File: src/rtl/regfile_670_ctl.sv
// ============================================================================
// regfile_670_ctl : timing controller for a 74x670 4x4 register file
//                   (independent write/read sequencers with conflict guard)
// Revision 1.0
// ============================================================================
`default_nettype none

module regfile_670_ctl #(
  parameter int unsigned SETUP_CYC = 1,
  parameter int unsigned PULSE_CYC = 2,
  parameter int unsigned HOLD_CYC  = 1,
  parameter int unsigned READ_CYC  = 2
) (
  input  logic       clk,
  input  logic       nreset,
  input  logic       wr_req,
  input  logic [1:0] wr_addr,
  input  logic [3:0] wr_data,
  output logic       wr_ready,
  output logic       wr_ack,
  input  logic       rd_req,
  input  logic [1:0] rd_addr,
  output logic       rd_ready,
  output logic       rd_valid,
  output logic [3:0] rd_data,
  output logic [3:0] d,
  output logic [1:0] wa,
  output logic       nwe,
  output logic [1:0] ra,
  output logic       nre,
  input  logic [3:0] q
);

  // Counters load N-1 on state entry and leave the state when they reach zero.
  localparam logic [3:0] c_setup_ld = 4'(SETUP_CYC - 1);
  localparam logic [3:0] c_pulse_ld = 4'(PULSE_CYC - 1);
  localparam logic [3:0] c_hold_ld  = 4'(HOLD_CYC - 1);
  localparam logic [3:0] c_read_ld  = 4'(READ_CYC - 1);

  typedef enum logic [1:0] {W_IDLE, W_SETUP, W_PULSE, W_HOLD} wstate_t;
  typedef enum logic       {R_IDLE, R_WAIT}                   rstate_t;

  wstate_t    ws_q, ws_d;
  logic [3:0] wcnt_q, wcnt_d;
  logic       nwe_q, nwe_d;
  logic       wack_q, wack_d;
  logic [3:0] d_q, d_d;
  logic [1:0] wa_q, wa_d;

  rstate_t    rs_q, rs_d;
  logic [3:0] rcnt_q, rcnt_d;
  logic       nre_q, nre_d;
  logic [1:0] ra_q, ra_d;
  logic [3:0] rdata_q, rdata_d;
  logic       rvalid_q, rvalid_d;

  logic       w_wr_ready;
  logic       w_conflict;

  assign w_wr_ready = (ws_q == W_IDLE);
  // A read must not overlap a pending or in-flight write to the same cell.
  assign w_conflict = ((ws_q != W_IDLE) && (rd_addr == wa_q)) ||
                      (wr_req && w_wr_ready && (rd_addr == wr_addr));

  always_comb begin
    ws_d   = ws_q;
    wcnt_d = wcnt_q;
    nwe_d  = nwe_q;
    wack_d = 1'b0;
    d_d    = d_q;
    wa_d   = wa_q;
    case (ws_q)
      W_IDLE: begin
        if (wr_req) begin
          ws_d   = W_SETUP;
          wcnt_d = c_setup_ld;
          d_d    = wr_data;
          wa_d   = wr_addr;
        end
      end
      W_SETUP: begin
        if (wcnt_q == 4'd0) begin
          ws_d   = W_PULSE;
          wcnt_d = c_pulse_ld;
          nwe_d  = 1'b0;
        end else begin
          wcnt_d = wcnt_q - 4'd1;
        end
      end
      W_PULSE: begin
        if (wcnt_q == 4'd0) begin
          ws_d   = W_HOLD;
          wcnt_d = c_hold_ld;
          nwe_d  = 1'b1;
        end else begin
          wcnt_d = wcnt_q - 4'd1;
        end
      end
      W_HOLD: begin
        if (wcnt_q == 4'd0) begin
          ws_d   = W_IDLE;
          wack_d = 1'b1;
        end else begin
          wcnt_d = wcnt_q - 4'd1;
        end
      end
      default: begin
        ws_d  = W_IDLE;
        nwe_d = 1'b1;
      end
    endcase
  end

  always_comb begin
    rs_d     = rs_q;
    rcnt_d   = rcnt_q;
    nre_d    = nre_q;
    ra_d     = ra_q;
    rdata_d  = rdata_q;
    rvalid_d = 1'b0;
    case (rs_q)
      R_IDLE: begin
        if (rd_req && !w_conflict) begin
          rs_d   = R_WAIT;
          rcnt_d = c_read_ld;
          ra_d   = rd_addr;
          nre_d  = 1'b0;
        end
      end
      R_WAIT: begin
        if (rcnt_q == 4'd0) begin
          rs_d     = R_IDLE;
          rdata_d  = q;
          rvalid_d = 1'b1;
          nre_d    = 1'b1;
        end else begin
          rcnt_d = rcnt_q - 4'd1;
        end
      end
      default: begin
        rs_d  = R_IDLE;
        nre_d = 1'b1;
      end
    endcase
  end

  always_ff @(posedge clk or negedge nreset) begin
    if (!nreset) begin
      ws_q     <= W_IDLE;
      wcnt_q   <= 4'd0;
      nwe_q    <= 1'b1;
      wack_q   <= 1'b0;
      d_q      <= 4'd0;
      wa_q     <= 2'd0;
      rs_q     <= R_IDLE;
      rcnt_q   <= 4'd0;
      nre_q    <= 1'b1;
      ra_q     <= 2'd0;
      rdata_q  <= 4'd0;
      rvalid_q <= 1'b0;
    end else begin
      ws_q     <= ws_d;
      wcnt_q   <= wcnt_d;
      nwe_q    <= nwe_d;
      wack_q   <= wack_d;
      d_q      <= d_d;
      wa_q     <= wa_d;
      rs_q     <= rs_d;
      rcnt_q   <= rcnt_d;
      nre_q    <= nre_d;
      ra_q     <= ra_d;
      rdata_q  <= rdata_d;
      rvalid_q <= rvalid_d;
    end
  end

  assign wr_ready = w_wr_ready;
  assign wr_ack   = wack_q;
  assign rd_ready = (rs_q == R_IDLE) && !w_conflict;
  assign rd_valid = rvalid_q;
  assign rd_data  = rdata_q;
  assign d        = d_q;
  assign wa       = wa_q;
  assign nwe      = nwe_q;
  assign ra       = ra_q;
  assign nre      = nre_q;

endmodule

`default_nettype wire

File: config.mk
export PLATFORM = sky130hd
export DESIGN_NAME = regfile_670_ctl
export DESIGN_NICKNAME = d
export VERILOG_FILES = /design/src/rtl/regfile_670_ctl.sv
export SDC_FILE = /design/constraint.sdc
export NUM_CORES = 1
export LEC_CHECK = 0
export CORE_MARGIN = 2
export CORE_UTILIZATION = 55
export DETAILED_ROUTE_END_ITERATION = 12
export DONT_BUFFER_PORTS = 1
export GPL_TIMING_DRIVEN = 0
export PLACE_DENSITY = 0.7
export SLEW_MARGIN = 0
export SYNTH_ARGS = -nofsm -noshare
export SYNTH_HDL_FRONTEND = slang
export SYNTH_SLANG_ARGS = --single-unit
File: constraint.sdc
create_clock -name clk -period 4.46 [get_ports clk]
set_clock_uncertainty 0.15 [all_clocks]
set_input_delay 0 -clock clk [delete_from_list [all_inputs] [get_ports clk]]
set_output_delay 0 -clock clk [all_outputs]
set_load 0.02 [all_outputs]
==> results.cfg, run 1 <==
[status]
status = completed

[worst_setup_path]
critPathKind = flop to flop
regToRegStartpoint = ws_q[1]
critPathArrivalTime_ns = 2.80
path_cells = inv_1, ha_1, nand2_2, nor3_2, nor3b_4, mux2_2, dlygate4sd3_1
crit_path_end_kind = flop
r2r_slack_ns = 1.72
critical_path_peak_fanout = 8
cp.required_ns = 4.52
cp_slowest_cell = dlygate4sd3_1
cpPeakStageDelay_ns = 0.57
r2r_end = ra[1]
reg2reg_depth = 7
critPathLaunchType = flop

[yosys]
synthesis.area_mm2 = 0.00134
ys_seq_elements = 27
synth_ff_type = dfrtp_1
yosys-top-cells-count = dfrtp_1, mux2_2, ha_1, inv_1, nor2_1
synth_top_area_cell = dfrtp_1
async_flop_share = 1.00
yosysTopAreaCellShare = 0.468
syn-mean-instance-area_um2 = 11.9
synth_area_leaders = dfrtp_1, mux2_2, ha_1, dfstp_2, xor2_1
ys_seq_area_frac = 0.507
synthCells = 112
synth_edf_count = 0
synth_warnings = 0
synth_cell_types = 32
syn_nets = 136
synth.most_common_cell = dfrtp_1

[clock_network]
clkSinkCount = 27
clock_latency_ns = 0.31
cts_tree = built
clk_path_buf_depth = 2
cts_inserted_buffers = 3
clkTransAtPathRegs_ns = 0.14
cts_root_buf = clkbuf_4
post_cts_resized = 0
htree_num_levels = 1

[grt]
grt_pass1_vias = 991
antenna_found_initial = 0
grt_max_degree = 26
track_usage = 0.229
grt_pass1_wl_um = 4530
overflow = 0

[drt]
dr.first_iter.drc_count = 13
wl_per_cell_um = 16.1
firstDrtPassIters = 4
detail-route-antenna-nets = 0
finalWirelength_um = 2720
avgViaCountPerCell = 5.56
route.detailed.drc = 0
num_vias = 940

[floorplanning]
rows = 17
die_h_um = 53.3
core_area_mm2 = 0.00225
start_util = 0.593
ios = 34
fp.dieW_um = 53.3
die-area_mm2 = 0.00284

[placement]
hpwl_um = 1680
dpl.cell_count = 140
dp_slack_ns = 2.31
place.port_buffers = 0
gp_congestion = 0.738

[sta]
hold_viol_final = 0
tns_ns = 0
drv_slew = 0
fmax_mhz = 364
relSlewSlack = 0.542
fin_crit_sh = 0.615
finalSetupViolCount = 0
tightestPinTransition_ns = 0.686
rsz0062_at_grt = no
timing.final.ws_setup_ns = 1.72
period_needed_ns = 2.74

[power]
combPwrFrac = 0.465
p_clk_frac = 0.084
p_sw_frac = 0.431
p_sw_mw = 0.527
p_int_mw = 0.696
seqPwrFrac = 0.451
irDropWorstVdd_mv = 0.434
p_leak_nw = 0.747
powerDensity_mw_per_mm2 = 733

[final_layout]
antennaDiodeCount = 0
drive_above_1_share = 0.206
fin_nets = 166
final_cell_count_no_fill = 169
areaGrowthSynthToFinish_pct = 24.9

[run]
maxCapViolCount = 0

[hold_path]
min-delay-path-class = primary input to asynchronous set/reset pin
[final cells by class]
type	instances	area [µm²]
Sequential cell	27	678
Multi-Input combinational cell	76	623
Fill cell	162	586
Timing Repair Buffer	25	270
Tap cell	28	35.0
Inverter	8	30.0
Clock buffer	3	22.5
Clock inverter	1	5.00
Buffer	1	5.00
[cells in the final DEF, fill, tap and decap left out, types with 3 or more instances in the layout]
cell and n:
dfrtp_1 25, dlygate4sd3_1 23, mux2_2 13, inv_1 8
ha_1 8, nor2_1 7, xor2_1 6, nand2_1 5
nand3_1 3, o31ai_1 3, nor3_1 3, clkbuf_4 3
[critical path, delay by kind of cell (launching register included)]
kind / cells / cell delay (ns)
flops: 1 / 0.43
mux: 1 / 0.39
fa+ha+maj: 1 / 0.32
simple gates: 3 / 0.69
buf+inv: 2 / 0.67
[logic make-up (layout without fill, tap and decap cells)]
family | Yosys count | in the layout | synth area share
AO/OA/AOI/OAI | 15 | 15 | 0.0815
XOR/XNOR | 6 | 6 | 0.0393
adder cells (fa/ha/maj) | 8 | 8 | 0.0749
buffers and inverters | 9 | 38 | 0.0262
flip-flops | 27 | 27 | 0.507
multiplexers | 15 | 15 | 0.125
AND/OR/NAND/NOR | 32 | 32 | 0.146
[state kept, by name, indices dropped and copies added (netlist names)]
name	count
nre	1
wr_ack	1
rs_q	1
rd_valid	1
nwe	1
ws_q	2
rd_data	4
ra	2
rcnt_q	4
wa	2
wcnt_q	4
d	4
[worst max path at each step]
| stage | to | cells after the start | start | slack, ns |
|---|---|---|---|---|
| floorplan | ws_q[1] | 5 | ws_q[0] | 2.51 |
| global placement | ws_q[1] | 5 | ws_q[0] | 2.34 |
| detailed placement | ws_q[1] | 5 | ws_q[1] | 2.31 |
| CTS | ra[1] | 7 | ws_q[1] | 1.78 |
| global route | ra[1] | 7 | ws_q[1] | 1.59 |
| finish | ra[1] | 7 | ws_q[1] | 1.72 |
[power groups by stage]
stage	clock (mW)	combinational, mW	sequential [mW]
after global routing	0.123	0.632	0.568
after CTS	0.106	0.554	0.550
final	0.102	0.569	0.552
after global placement	0	0.453	0.547
after floorplan	0	0.404	0.529
after detailed placement	0	0.472	0.557
[layer usage]
layer | share of wire | vias up | GRT usage
met5 | 0 | - | 0
met4 | 0.0059 | 0 | 0.0641
met3 | 0.057 | 2 | 0.0424
met2 | 0.55 | 31 | 0.420
met1 | 0.39 | 459 | 0.267
li1 | - | 448 | -
[timing repair]
item | in CTS | in global routing
endpoints found under the hold margin | 49 | 0
hold buffers | 25 | 0
buffers inserted | 0 | 0
[through the flow]
step | util | total power [mW] | cell area, µm² | hold WS [ns]
6_report | 0.740 | 1.22 | 1670 | 0.0541
5_1_grt | 0.740 | 1.32 | 1670 | 0.0313
4_1_cts | 0.740 | 1.21 | 1670 | 0.0393
3_5_place_dp | 0.608 | 1.03 | 1370 | -0.445
3_3_place_gp | 0.608 | 1.00 | 1370 | -0.445
2_1_floorplan | - | 0.933 | 1340 | -0.446
(Power assumes the default switching activity.)
==> run 2: changes to the inputs <==
PLACE_DENSITY = 0.73   (was 0.7)
clock period = 2.28 ns   (was 4.46 ns; I/O delays follow)
==> run 2 against run 1 <==
Compared with the run above: clock-buffer cell count stayed put; cell area is 4.0% lower; die area stayed put; setup slack got worse by 1.5 ns; sequential share of layout area rose by 1.7 points; via count decreased by 6.1%; combinational power grew 73%; routed wire length down 7.1%; sequential power grew 94%; power up 85%; critical endpoint is now ra[0]; largest cell class unchanged; highest routed layer unchanged.
==> results.cfg, run 2 (synthesis results as in run 1) <==
[sta]
fmax_mhz = 480
tns_ns = 0
hold_viol_final = 0
finalSetupViolCount = 0
timing.final.ws_setup_ns = 0.199
tightestPinTransition_ns = 0.605
relSlewSlack = 0.596
fin_crit_sh = 0.913
drv_slew = 0
rsz0062_at_grt = no
period_needed_ns = 2.08

[placement]
gp_congestion = 0.791
hpwl_um = 1650
place.port_buffers = 0
place_area_mm2 = 0.00137
dp_slack_ns = 0.107

[floorplanning]
fp.dieW_um = 53.3
rows = 17
die_h_um = 53.3
start_util = 0.593
ios = 34
die-area_mm2 = 0.00284
core_area_mm2 = 0.00225

[worst_setup_path]
cp.required_ns = 2.35
crit_path_end_kind = flop
critPathArrivalTime_ns = 2.15
critPathKind = flop to flop
critPathLaunchType = flop
critical_path_peak_fanout = 8

[grt]
grt_pass1_vias = 915
track_usage = 0.202
grt_max_degree = 26
antenna_found_initial = 0
grt_pass1_wl_um = 4130
overflow = 0

[clock_network]
clkSinkCount = 27
clkTransAtPathRegs_ns = 0.14
cts_inserted_buffers = 3
cts_tree = built
htree_num_levels = 1
post_cts_buffers = 0
clock_latency_ns = 0.32
cts_root_buf = clkbuf_4
clk_path_buf_depth = 2

[drt]
firstDrtPassIters = 3
wl_per_cell_um = 15.7
finalWirelength_um = 2520
num_vias = 883
detail-route-antenna-nets = 0
avgViaCountPerCell = 5.48
route.detailed.drc = 0
dr.first_iter.drc_count = 7

[final_layout]
areaGrowthSynthToFinish_pct = 19.9
antennaDiodeCount = 0
drive_above_1_share = 0.233
fin_area_mm2 = 0.00160
mostFrequentLayoutCell = dfrtp_1
final_core_utilization = 0.710
layout_common_cells = dfrtp_1, dlygate4sd3_1, mux2_2
fin_nets = 158

[power]
powerDensity_mw_per_mm2 = 1410
p_leak_nw = 0.715
irDropWorstVdd_mv = 0.812

[status]
status = completed

[run]
maxCapViolCount = 0

[hold_path]
min-delay-path-class = primary input to flop
## run 2: cell count changes in the layout (fill, tap and decap cells not counted), sizes merged
| cell | change |
|---|---|
| dlygate4sd3 | -8 |
| clkinvlp | +1 |
| clkinv | -1 |
## run 2: routing by layer
metal | wire, µm | share of wire | GRT usage | vias up
li1 | - | - | - | 430
met4 | 38 | 0.015 | 0.0769 | 0
met5 | 0 | 0 | 0 | -
met1 | 1090 | 0.43 | 0.247 | 429
met2 | 1300 | 0.51 | 0.348 | 18
met3 | 98 | 0.039 | 0.0395 | 6
## run 2: repair_timing
action                     CTS  global route
setup endpoints to repair    0             4
hold buffers                17             0
hold endpoints to repair    49             0
resized for setup            0             3
## run 2: final timing paths
path                            start        end  slack (ns)  depth (start not counted)
setup / recovery              ws_q[1]      ra[0]        0.20                          5
hold / removal             wr_addr[1]  rcnt_q[3]        0.06                          4
setup reg to reg              ws_q[1]      ra[0]        0.20                          5
hold reg to reg                   nre        nre        0.39                          2
max in group asynchronous      nreset     wr_ack        1.77                          3
min in group asynchronous      nreset      ra[1]        0.07                          3
## run 2: through the flow
stage	std cells	power, mW	hold slack, ns
after detailed placement	140	2.01	-0.445
after CTS	161	2.26	0.0288
final	161	2.26	0.0603
after global routing	161	2.46	0.0512
after floorplan	112	1.82	-0.446
after global placement	140	1.96	-0.445
## run 2: area by class of cell
cell class	count	area, µm²
Sequential cell	27	678
Fill cell	150	653
Multi-Input combinational cell	76	633
Timing Repair Buffer	17	190
Tap cell	28	35.0
Inverter	8	30.0
Clock buffer	3	22.5
Clock inverter	1	7.51
Buffer	1	5.00
## run 2: report_power, final
| part | leakage [nW] | switching, mW | internal, mW | total (mW) |
|---|---|---|---|---|
| Combinational | 0.374 | 0.504 | 0.479 | 0.983 |
| Clock | 0.0139 | 0.136 | 0.0669 | 0.203 |
| Sequential | 0.327 | 0.349 | 0.721 | 1.07 |
| Total | 0.715 | 0.989 | 1.27 | 2.26 |
## run 2: critical path, stage by stage, from the launching register on
cell     delay [ns]
dfrtp_1        0.45
inv_1          0.13
ha_2           0.34
o31ai_2        0.15
nor3b_4        0.39
mux2_2         0.38
==> run 3: changes to the inputs <==
ABC_AREA = 1   (was unset)
==> run 3 against run 2 <==
Compared with the run above: sequential power is essentially flat; fmax shrank 0.68%; routed wire length grew 16%; largest power group is now combinational cells; area after synthesis grew 2.7%; largest cell class unchanged; via count grew 23%; worst hold slack lost 0.017 ns; critical path depth is the same; clock power is essentially flat; non-clock buffer count grew 5.
==> results.cfg, run 3 <==
[yosys]
synthCells = 154
ys_seq_area_frac = 0.494
async_flop_share = 1.00
yosysTopAreaCellShare = 0.456
synth_top_area_cell = dfrtp_1
synth_ff_type = dfrtp_1
synth_edf_count = 0
syn_nets = 178
synth_cell_types = 22
ys_seq_elements = 27
syn-mean-instance-area_um2 = 8.91
synth.most_common_cell = nand2_1
synth_warnings = 0
synth_area_leaders = dfrtp_1, nand2_1, ha_1, inv_1, dfstp_2
yosys-top-cells-count = nand2_1, dfrtp_1, inv_1
synthesis.area_mm2 = 0.00137

[floorplanning]
core_area_mm2 = 0.00241
start_util = 0.570
fp.dieW_um = 54.0
die_h_um = 54.0
ios = 34
die-area_mm2 = 0.00291
rows = 18

[power]
p_sw_mw = 1.14
p_int_mw = 1.27
combPwrFrac = 0.477
p_clk_frac = 0.084
seqPwrFrac = 0.439
p_leak_nw = 0.864
powerDensity_mw_per_mm2 = 1430
p_sw_frac = 0.474
irDropWorstVdd_mv = 1.03

[grt]
antenna_found_initial = 0
grt_pass1_wl_um = 4860
overflow = 0
grt_pass1_vias = 1139
grt_max_degree = 26
track_usage = 0.236

[drt]
finalWirelength_um = 2920
route.detailed.drc = 0
avgViaCountPerCell = 5.15
wl_per_cell_um = 13.9
firstDrtPassIters = 6
detail-route-antenna-nets = 0
num_vias = 1086
dr.first_iter.drc_count = 20

[final_layout]
areaGrowthSynthToFinish_pct = 23.1
layout_common_cells = nand2_1, inv_1, dfrtp_1
antennaDiodeCount = 0
drive_above_1_share = 0.122
mostFrequentLayoutCell = nand2_1
fin_nets = 206
fill_cells = 169

[worst_setup_path]
critPathArrivalTime_ns = 2.17
critPathLaunchType = flop
critPathKind = flop to flop
cp.required_ns = 2.35
r2r_slack_ns = 0.18
crit_path_end_kind = flop
critical_path_peak_fanout = 9

[clock_network]
clkSinkCount = 27
clock_latency_ns = 0.32
cts_tree = built
clk_path_buf_depth = 2
cts_root_buf = clkbuf_4
post_cts_buffers = 0
cts_inserted_buffers = 3
clkTransAtPathRegs_ns = 0.14
htree_num_levels = 1

[sta]
rsz0062_at_grt = no
drv_slew = 0
period_needed_ns = 2.10
fin_crit_sh = 0.919
finalSetupViolCount = 0
hold_viol_final = 0
tns_ns = 0
tightestPinTransition_ns = 0.400
timing.final.ws_setup_ns = 0.185
relSlewSlack = 0.732
fmax_mhz = 477

[placement]
hpwl_um = 1870
place.port_buffers = 0
gp_congestion = 0.813
dp_slack_ns = 0.341

[hold_path]
min-delay-path-class = primary input to asynchronous set/reset pin

[run]
maxCapViolCount = 0

[status]
status = completed
-- run 3: changes by cell type after synthesis, sizes merged, moves of 6 or more --
cell / delta
inv: +18
mux2: -9
nand2: +41
nand3: +6
o21ai: +7
-- run 3: worst paths after layout --
path	cells past startpoint	to	start
min	3	rs_q	nreset
min in group clk	5	rs_q	wr_req
min reg2reg	2	nre	nre
max in group asynchronous	3	rd_data[2]	nreset
max reg2reg	5	d[0]	ws_q[1]
max	5	d[0]	ws_q[1]
-- run 3: worst max-delay path, stage by stage (launching register included) --
cell           delay (ns)
dfrtp_1              0.43
inv_1                0.13
ha_2                 0.32
nand2_4              0.13
mux2_2               0.29
dlygate4sd3_1        0.56
-- run 3: through the flow --
stage | util | hold WS (ns) | total power [mW] | instance area, µm² | cells
after global placement | 0.585 | -0.445 | 2.00 | 1410 | 184
after detailed placement | 0.585 | -0.445 | 2.08 | 1410 | 184
final | 0.701 | 0.0429 | 2.41 | 1690 | 211
after floorplan | - | -0.446 | 1.86 | 1370 | 154
after CTS | 0.700 | 0.0309 | 2.41 | 1690 | 211
after global routing | 0.701 | 0.0425 | 2.63 | 1690 | 211
-- run 3: what timing repair did --
item / in CTS / in global routing
gates resized for setup: 0 / 1
hold buffers: 23 / 0
endpoints found under the setup margin: 0 / 4
endpoints found under the hold margin: 51 / 0
-- run 3: cells by family after synthesis --
group | after synthesis | share of synthesized area
simple gates | 69 | 0.237
flops | 27 | 0.494
buf+inv | 26 | 0.0711
compound gates | 17 | 0.0729
fa+ha+maj | 8 | 0.0729
mux | 4 | 0.0328
xor+xnor | 3 | 0.0191
-- run 3: power groups by stage --
stage / Clock, mW / Combinational [mW] / Sequential, mW
floorplan: 0 / 0.836 / 1.02
global placement: 0 / 0.945 / 1.06
detailed placement: 0 / 1.01 / 1.07
CTS: 0.211 / 1.14 / 1.06
global route: 0.231 / 1.31 / 1.08
finish: 0.202 / 1.15 / 1.06
-- run 3: cell type report --
cell class | count | area (µm²) | share of cell area
multi-input combinational | 101 | 599 | 0.355
sequential | 27 | 678 | 0.401
inverter | 26 | 97.6 | 0.0578
clock buffer | 4 | 26.3 | 0.0156
tap | 30 | 37.5 | 0.0222
timing repair buffer | 23 | 250 | 0.148
-- run 3: routing by layer --
metal / vias to the layer above / routed length (µm) / GRT usage
met1: 525 / 1190 / 0.264
met2: 24 / 1590 / 0.437
li1: 533 / - / -
met3: 4 / 94 / 0.0306
met5: - / 0 / 0
met4: 0 / 48 / 0.111
